### src/rtl/fac.sv
// Full-adder cell with registered sum/carry and a saturating carry-event counter.
// Optional redundant sum/carry self-check enabled by defining FAC_CHECK_EN.
`timescale 1ns/1ps
module fac #(
  parameter int unsigned CNT_W = 16
) (
  input  logic             clk,
  input  logic             rst,
  input  logic             x,
  input  logic             y,
  input  logic             ci,
  output logic             z,
  output logic             co,
  output logic             g,
  output logic             p,
  output logic             z_q,
  output logic             co_q,
  output logic [CNT_W-1:0] co_cnt
`ifdef FAC_CHECK_EN
  ,
  output logic             err
`endif
);

  // Adder path is purely combinational so chained cells ripple even in reset.
  assign g  = x & y;
  assign p  = x ^ y;
  assign z  = p ^ ci;
  assign co = g | (ci & p);

  always_ff @(posedge clk or posedge rst) begin
    if (rst) begin
      z_q  <= 1'b0;
      co_q <= 1'b0;
    end else begin
      z_q  <= z;
      co_q <= co;
    end
  end

  // Counter sticks at all-ones rather than wrapping.
  always_ff @(posedge clk or posedge rst) begin
    if (rst)
      co_cnt <= '0;
    else if (co && !(&co_cnt))
      co_cnt <= co_cnt + 1'b1;
  end

`ifdef FAC_CHECK_EN
  // Redundant mux-based formulation of the same cell, compared every edge.
  logic red_sum, red_carry;
  assign red_sum   = ci ? ~p : p;
  assign red_carry = p ? ci : g;

  always_ff @(posedge clk or posedge rst) begin
    if (rst)
      err <= 1'b0;
    else if ({red_carry, red_sum} != {co, z})
      err <= 1'b1;
  end
`endif

endmodule

### config.mk
export PLATFORM = sky130hd
export DESIGN_NAME = fac
export DESIGN_NICKNAME = d
export VERILOG_FILES = /design/src/rtl/fac.sv
export SDC_FILE = /design/constraint.sdc
export NUM_CORES = 1
export LEC_CHECK = 0
export BUFFER_PORTS_ARGS = -buffer_cell sky130_fd_sc_hd__clkbuf_2
export CORE_ASPECT_RATIO = 1.1
export CORE_MARGIN = 1
export CORE_UTILIZATION = 42
export DETAILED_ROUTE_END_ITERATION = 8
export GPL_ROUTABILITY_DRIVEN = 0
export GPL_TIMING_DRIVEN = 1
export PLACE_DENSITY = 0.76
export RECOVER_POWER = 100
export SLEW_MARGIN = 20
export SYNTH_ARGS = -nofsm -noshare
export SYNTH_HDL_FRONTEND = slang
export SYNTH_SLANG_ARGS = --single-unit
### constraint.sdc
create_clock -name clk -period 1.9 [get_ports clk]
set_input_delay 0.19 -clock clk [delete_from_list [all_inputs] [get_ports clk]]
set_output_delay 0.19 -clock clk [all_outputs]
set_load 0.005 [all_outputs]
# After elaboration in Yosys (flattened, before gate mapping)
# Cells that the tools add are included.
totals:
  ram_bits: 0
  latch_bits: 0
  inputBits: 5
  memories: 0
  romBits: 0
  word_cells: 12
  ff_bits: 18
op_classes:
  n_eq_ne: 0
  multipliers: 0
  add_sub_neg: 1
  n_reduce_logical: 3
  n_shift: 0
  magnitude_cmp: 0
  n_mux: 0
  bitwise_logic: 5
  n_div: 0
ops:
  columns: ["cell", "count"]
  rows:
  - ["$add 16x1->16 const B", 1]
  - ["$reduce_and 16->1", 1]
  - ["$and 1x1->1", 2]
  - ["$xor 1x1->1", 2]
  - ["$logic_and 1x1->1", 1]
  - ["$logic_not 1->1", 1]
  - ["$or 1x1->1", 1]

# Logic depth before layout (Yosys ltp)
# Gate-level depths: netlist (run 1).
logic_depth:
  ltp_word: 4
  ltp_mapped: 5
  ltp_nobuf: 5

# Least setup slack after synthesis (run 1)
# Ideal clock, no wire load.
synth_timing:
  path_kind: "register to register"
  start: "reg co_cnt[0]"
  end: "reg co_cnt[1]"
  slack_ps: 223
  arrival_time_ps: 1552
  required_time_ps: 1775
  n_path_buf: 0
  path_stages_with_launch: 5
  cell_sequence: "dfrtp_1 > ha_1 > nand4_1 > o41ai_4 > mux2_4"
synth_between:
  elab_chain_cells: 3
synth_rtl:
  columns: ["item", "line", "rtl"]
  rows:
  - ["from (decl)", "18", "output logic [CNT_W-1:0] co_cnt"]
  - ["from (signal assigned)", "46", "co_cnt <= co_cnt + 1'b1;"]
  - ["branches (longest 3 deep; another with $add 16x1->16)", null, null]
# Parallel ways; which one is timed is not known.
# A chain may end at the register's enable or synchronous reset.

# Final worst setup path (run 1)
# Ends and elaborated chain as after synthesis.

==> reports/metrics.csv, run 1 <==
metric,value,unit
finalCritPeriodShare,92.9,%
clock-sinks,18,
cp_data_arrival_time,1950,ps
fin_setup_tns,0,ps
r2r_cells,5,
top_layer,met4,
synth_compound_area_share,6.78,%
crit_path_max_incr_delay,430,ps
holdPathStages,2,
grt_start_max_net_pins,19,
grt_pass1_vias,657,
synth-edff-count,0,
r2r_setup_slack,140,ps
avgSynthCellArea,11.7,sq um
dp_slack,181,ps
num_vias,729,
rows,17,
worst_hold_path_type,in2reg,
total_power,0.00107,W
drive_above_1_share,28.7,%
cp_slowest_cell,dfrtp_1,
cp_max_fo,10,
drt-total-wl,1810,microns
hold_viol,0,
yosys.area.top_type,dfrtp_1,
synthMuxAreaShare,5.37,%
final_antenna_net_count,0,
wl_met2,886,microns
clkTransAtPathRegs,90,ps
rsz0062_at_grt,false,
post-synth-top-count-cell,dfrtp_1,
synth_common_cells,"dfrtp_1 (18), xor2_1 (9), nand2_1 (7), nor3_1 (7), nand4_1 (4)",
instances_no_fill,136,
synth_ff_type,dfrtp_1,
nNetsFinal,117,
leakage,0.570,nW
r2r_end,co_cnt[1],
path_cells,"ha_1, nand4_1, o41ai_4, buf_4, mux2_1",
yosys_warnings,0,
ys_seq_elements,18,
cts_max_level,1,
cts_tree,done,
crit_required,2080,ps
yosysUniqueCellTypes,23,
min-delay-start,ci,
final-max-slew-violation-count,0,
dieArea,2300,sq um
fin_crit,1760,ps
critPathLaunchType,register,
setup_ws,135,ps
io_pins,27,
ys_async_sr_fraction,100,%
first_pass_iters,4,
hpwl,1290,microns
synth_nets,84,
maxSlewHeadroom,54.2,%
synthTopCellsByArea,"dfrtp_1 (51%), xor2_1 (8.9%), nor3_1 (4.0%), o41ai_4 (3.1%), nand2_1 (3.0%)",
wl_met1,814,microns
drt-initial-drc-count,9,
die_h,50.2,microns
dr_wl_met3,54,microns
clkLatencyLatePin,300,ps
yosysSeqAreaShare,50.8,%
area_growth,24.6,%
clock_skew,4.93,ps
power_density,972,nW/um^2
drc,0,
antenna_found_initial,0,
setup_viol,0,
critical_path.endpoint_type,register,
netlist_instances,76,
drv_cap,0,
netlist_area,886,sq um
synth-xor-area-share,9.89,%
grt_usage,18.2,%
num_antenna_cells,0,
yosysTopAreaCellShare,50.8,%
core_region_area,2000,sq um
clock_path_buffers,2,
synth_top_family_by_area,simple AND/OR/NAND/NOR gates,
worstReg2RegStart,co_cnt[0],
path_class,reg2reg,
synth_fa_ha_area_share,5.08,%
io_buffers,26,
grt_overflow,0,
dpl_cell_area,1060,sq um
grt_first_pass_wirelength,2990,microns
wire_per_inst,13.3,microns
place_inst,131,
stdcell_area,1100,sq um
status,"complete, no violations",
timing_worst_slew_pin_value,687,ps
min_to,z_q,
via_per_inst,5.36,
cts_buffers,3,
ir_drop,0.000669,V
fmax,567,MHz
die_x,45.8,microns
initial_core_util,44.3,%
cts_root_buf,clkbuf_4,
synthSimpleGateAreaFrac,21.2,%
==> registers in the layout (all words and copies together), names as in the netlist <==
signal,cells
z_q,1
co_cnt,16
co_q,1
==> through the flow <==
stage / utilization (%) / hold WS (ps)
after floorplan: - / 129
after global placement: 52.9 / 299
after detailed placement: 52.9 / 300
after CTS: 55.3 / 177
after global routing: 55.2 / 178
final: 55.2 / 185
==> cell usage in the layout (no fill, tap or decap), drive strengths merged <==
master | Yosys | final
fa | 1 | 1
nand2 | 7 | 7
inv | 2 | 2
o41ai | 1 | 1
ha | 2 | 2
xnor2 | 1 | 1
nand4 | 6 | 6
nor2 | 3 | 3
mux2i | 1 | 1
buf | 0 | 1
clkbuf | 0 | 30
and4 | 1 | 1
nand3 | 3 | 3
nor4 | 2 | 2
nor3 | 7 | 7
xor2 | 9 | 9
dlygate4sd3 | 0 | 1
dfrtp | 18 | 18
and3 | 3 | 3
mux2 | 3 | 3
o21ai | 1 | 1
a21oi | 3 | 3
a31oi | 2 | 2
==> power breakdown <==
part	leakage [nW]	switching [W]	total, W	internal [W]
sequential	0.233	0.0000942	0.000552	0.000458
clock	0.0210	0.000116	0.000233	0.000117
combinational	0.316	0.000154	0.000287	0.000133
==> repair_timing <==
action,4_1_cts,5_1_grt
setup endpoints to repair,0,1
gates resized for setup,0,2
setup buffers,0,0
endpoints found under the hold margin,18,0
hold buffers,1,0
==> routing by layer <==
| metal | vias to the layer above | GRT usage (%) |
|---|---|---|
| li1 | 343 | - |
| met4 | 0 | 10.3 |
| met2 | 23 | 26.7 |
| met5 | - | 0 |
| met3 | 7 | 3.60 |
| met1 | 356 | 24.7 |
==> worst max path at each step <==
stage | startpoint | to
after global placement | co_cnt[0] | co_cnt[15]
after detailed placement | co_cnt[0] | co_cnt[15]
final | co_cnt[0] | co_cnt[1]
after global routing | co_cnt[0] | co_cnt[1]
after floorplan | co_cnt[0] | co_cnt[1]
after CTS | co_cnt[0] | co_cnt[15]
==> critical path: cells and delay by family, from the launching register on <==
kind                     cells  cell delay [ps]
AO/OA/AOI/OAI                1              220
adder cells (fa/ha/maj)      1              270
buffers and inverters        1              230
flip-flops                   1              430
multiplexers                 1              330
AND/OR/NAND/NOR              1              170
==> cell type report <==
class,instances,area (sq um)
multi-input combinational,56,437
sequential,18,450
timing repair buffer,28,138
fill,185,896
clock buffer,4,36.3
tap,28,35.0
inverter,2,7.51
==> kinds of logic (layout without fill, tap and decap cells) <==
| family | after synthesis | in the layout |
|---|---|---|
| adder cells (fa/ha/maj) | 3 | 3 |
| XOR/XNOR | 10 | 10 |
| flip-flops | 18 | 18 |
| buffers and inverters | 2 | 34 |
| multiplexers | 4 | 4 |
| AND/OR/NAND/NOR | 32 | 32 |
| AO/OA/AOI/OAI | 7 | 7 |
Note: power is estimated with default switching activity, not from simulation.
==> run 2: changes to the inputs <==
CORE_UTILIZATION = 49   (was 42)
PLACE_DENSITY = 0.86   (was 0.76)
==> reports/metrics.csv, run 2 (synthesis gave the netlist of run 1 again) <==
metric,value,unit
die_h,46.6,microns
maxSlewHeadroom,54.3,%
finalCritPeriodShare,89.3,%
swShare,34.3,%
io_pins,27,
final-max-slew-violation-count,0,
seqPwrFrac,54.2,%
ir_drop,0.000737,V
clock-sinks,18,
io_buffers,26,
cts_tree,done,
leakage,0.565,nW
critical_path.endpoint_type,register,
core_region_area,1630,sq um
nNetsFinal,119,
cp_max_fo,5,
top_register,co_cnt,
postCtsSetupRepairBufs,0,
hold_viol,0,
r2r_end,co_cnt[1],
fmax,590,MHz
setup_viol,0,
num_antenna_cells,0,
final_cell_mix,"dfrtp_1 (18), clkbuf_2 (18), clkbuf_1 (10), xor2_1 (9)",
instances_no_fill,126,
num_vias,730,
rsz0062_at_grt,false,
switchingPower,0.000348,W
worst_hold_path_type,in2reg,
rows,15,
cts.repair.resized,0,
pwr-share-comb,27.5,%
grt_start_max_net_pins,19,
cts_root_buf,clkbuf_4,
hpwl,1300,microns
final_antenna_net_count,0,
drive_above_1_share,25.7,%
antenna_found_initial,0,
use_met3,2.75,%
drv_cap,0,
r2r_cells,5,
grt_pass1_vias,658,
drt-total-wl,1730,microns
clock_skew,0.696,ps
clock_path_buffers,2,
path_class,reg2reg,
largestRegisters,"co_cnt: 16 flops, co_q: 1 flops, z_q: 1 flops",
area_growth,20.9,%
die_x,42.5,microns
grt.met1_usage,22.1,%
drt-initial-drc-count,21,
use_met2,35.4,%
fin_crit,1700,ps
min_to,z_q,
fin_setup_tns,0,ps
grt_first_pass_wirelength,2820,microns
fill_cells,147,
drc,0,
r2r_setup_slack,200,ps
initial_core_util,54.3,%
via_per_inst,5.79,
cts_max_level,1,
first_pass_iters,4,
multiInputGateArea,424,sq um
holdPathStages,2,
power_density,947,nW/um^2
place_inst,122,
critPathLaunchType,register,
wire_per_inst,13.8,microns
dieArea,1980,sq um
timing_worst_slew_pin_value,685,ps
grt_overflow,0,
grt_usage,20.1,%
p_int,0.000666,W
min-delay-start,ci,
cp_data_arrival_time,1870,ps
cts_buffers,3,
crit_required,2080,ps
clkLatencyLatePin,290,ps
largest_reg_flops,16,
busiest_layer,met2,
status,"complete, no violations",
worstReg2RegStart,co_cnt[0],
clkTransAtPathRegs,100,ps
regArea,450,sq um
p_clk_share,18.3,%
cts_hold_buf,1,
[run 2: changes by cell type in the layout (fill, tap and decap cells not counted), sizes merged]
cell / change
clkbuf: +1
[run 2: worst max-delay path by stage]
stage,to,startpoint,depth (start not counted)
finish,co_cnt[1],co_cnt[0],5
global route,co_cnt[13],co_cnt[1],6
CTS,co_cnt[13],co_cnt[0],6
detailed placement,co_cnt[1],co_cnt[0],5
global placement,co_cnt[1],co_cnt[12],4
floorplan,co_cnt[1],co_cnt[0],4
[run 2: power groups by stage]
stage	Clock, W	Combinational [W]	Sequential [W]
after floorplan	0	0.000170	0.000553
after global placement	0	0.000291	0.000555
after detailed placement	0	0.000300	0.000559
after CTS	0.000193	0.000304	0.000551
after global routing	0.000202	0.000316	0.000566
final	0.000186	0.000279	0.000550
[run 2: cell type report]
class | count | share of cell area, %
clock buffer | 3 | 2.10
inverter | 2 | 0.701
multi-input combinational | 56 | 39.6
sequential | 18 | 42.1
tap | 17 | 1.99
timing repair buffer | 30 | 13.6
[run 2: critical path, cell delays in order (launching register included)]
cell and delay, ps:
dfrtp_1 420, ha_1 250, nand4_1 160, o41ai_4 240, buf_4 190, mux2_1 320
[run 2: per-layer routing]
metal | wire length [microns] | vias to the layer above
li1 | - | 350
met1 | 749 | 357
met2 | 893 | 19
met3 | 38 | 4
met4 | 52 | 0
met5 | 0 | -
[run 2: through the flow]
step / hold WS, ps / util (%) / total power (W) / cell area [sq um] / worst slack (ps)
after floorplan: 129 / - / 0.000722 / 886 / 223
after global placement: 301 / 64.9 / 0.000846 / 1060 / 272
after detailed placement: 305 / 64.9 / 0.000859 / 1060 / 233
after CTS: 183 / 66.9 / 0.00105 / 1090 / 224
after global routing: 194 / 65.6 / 0.00108 / 1070 / 86.4
final: 194 / 65.6 / 0.00101 / 1070 / 204
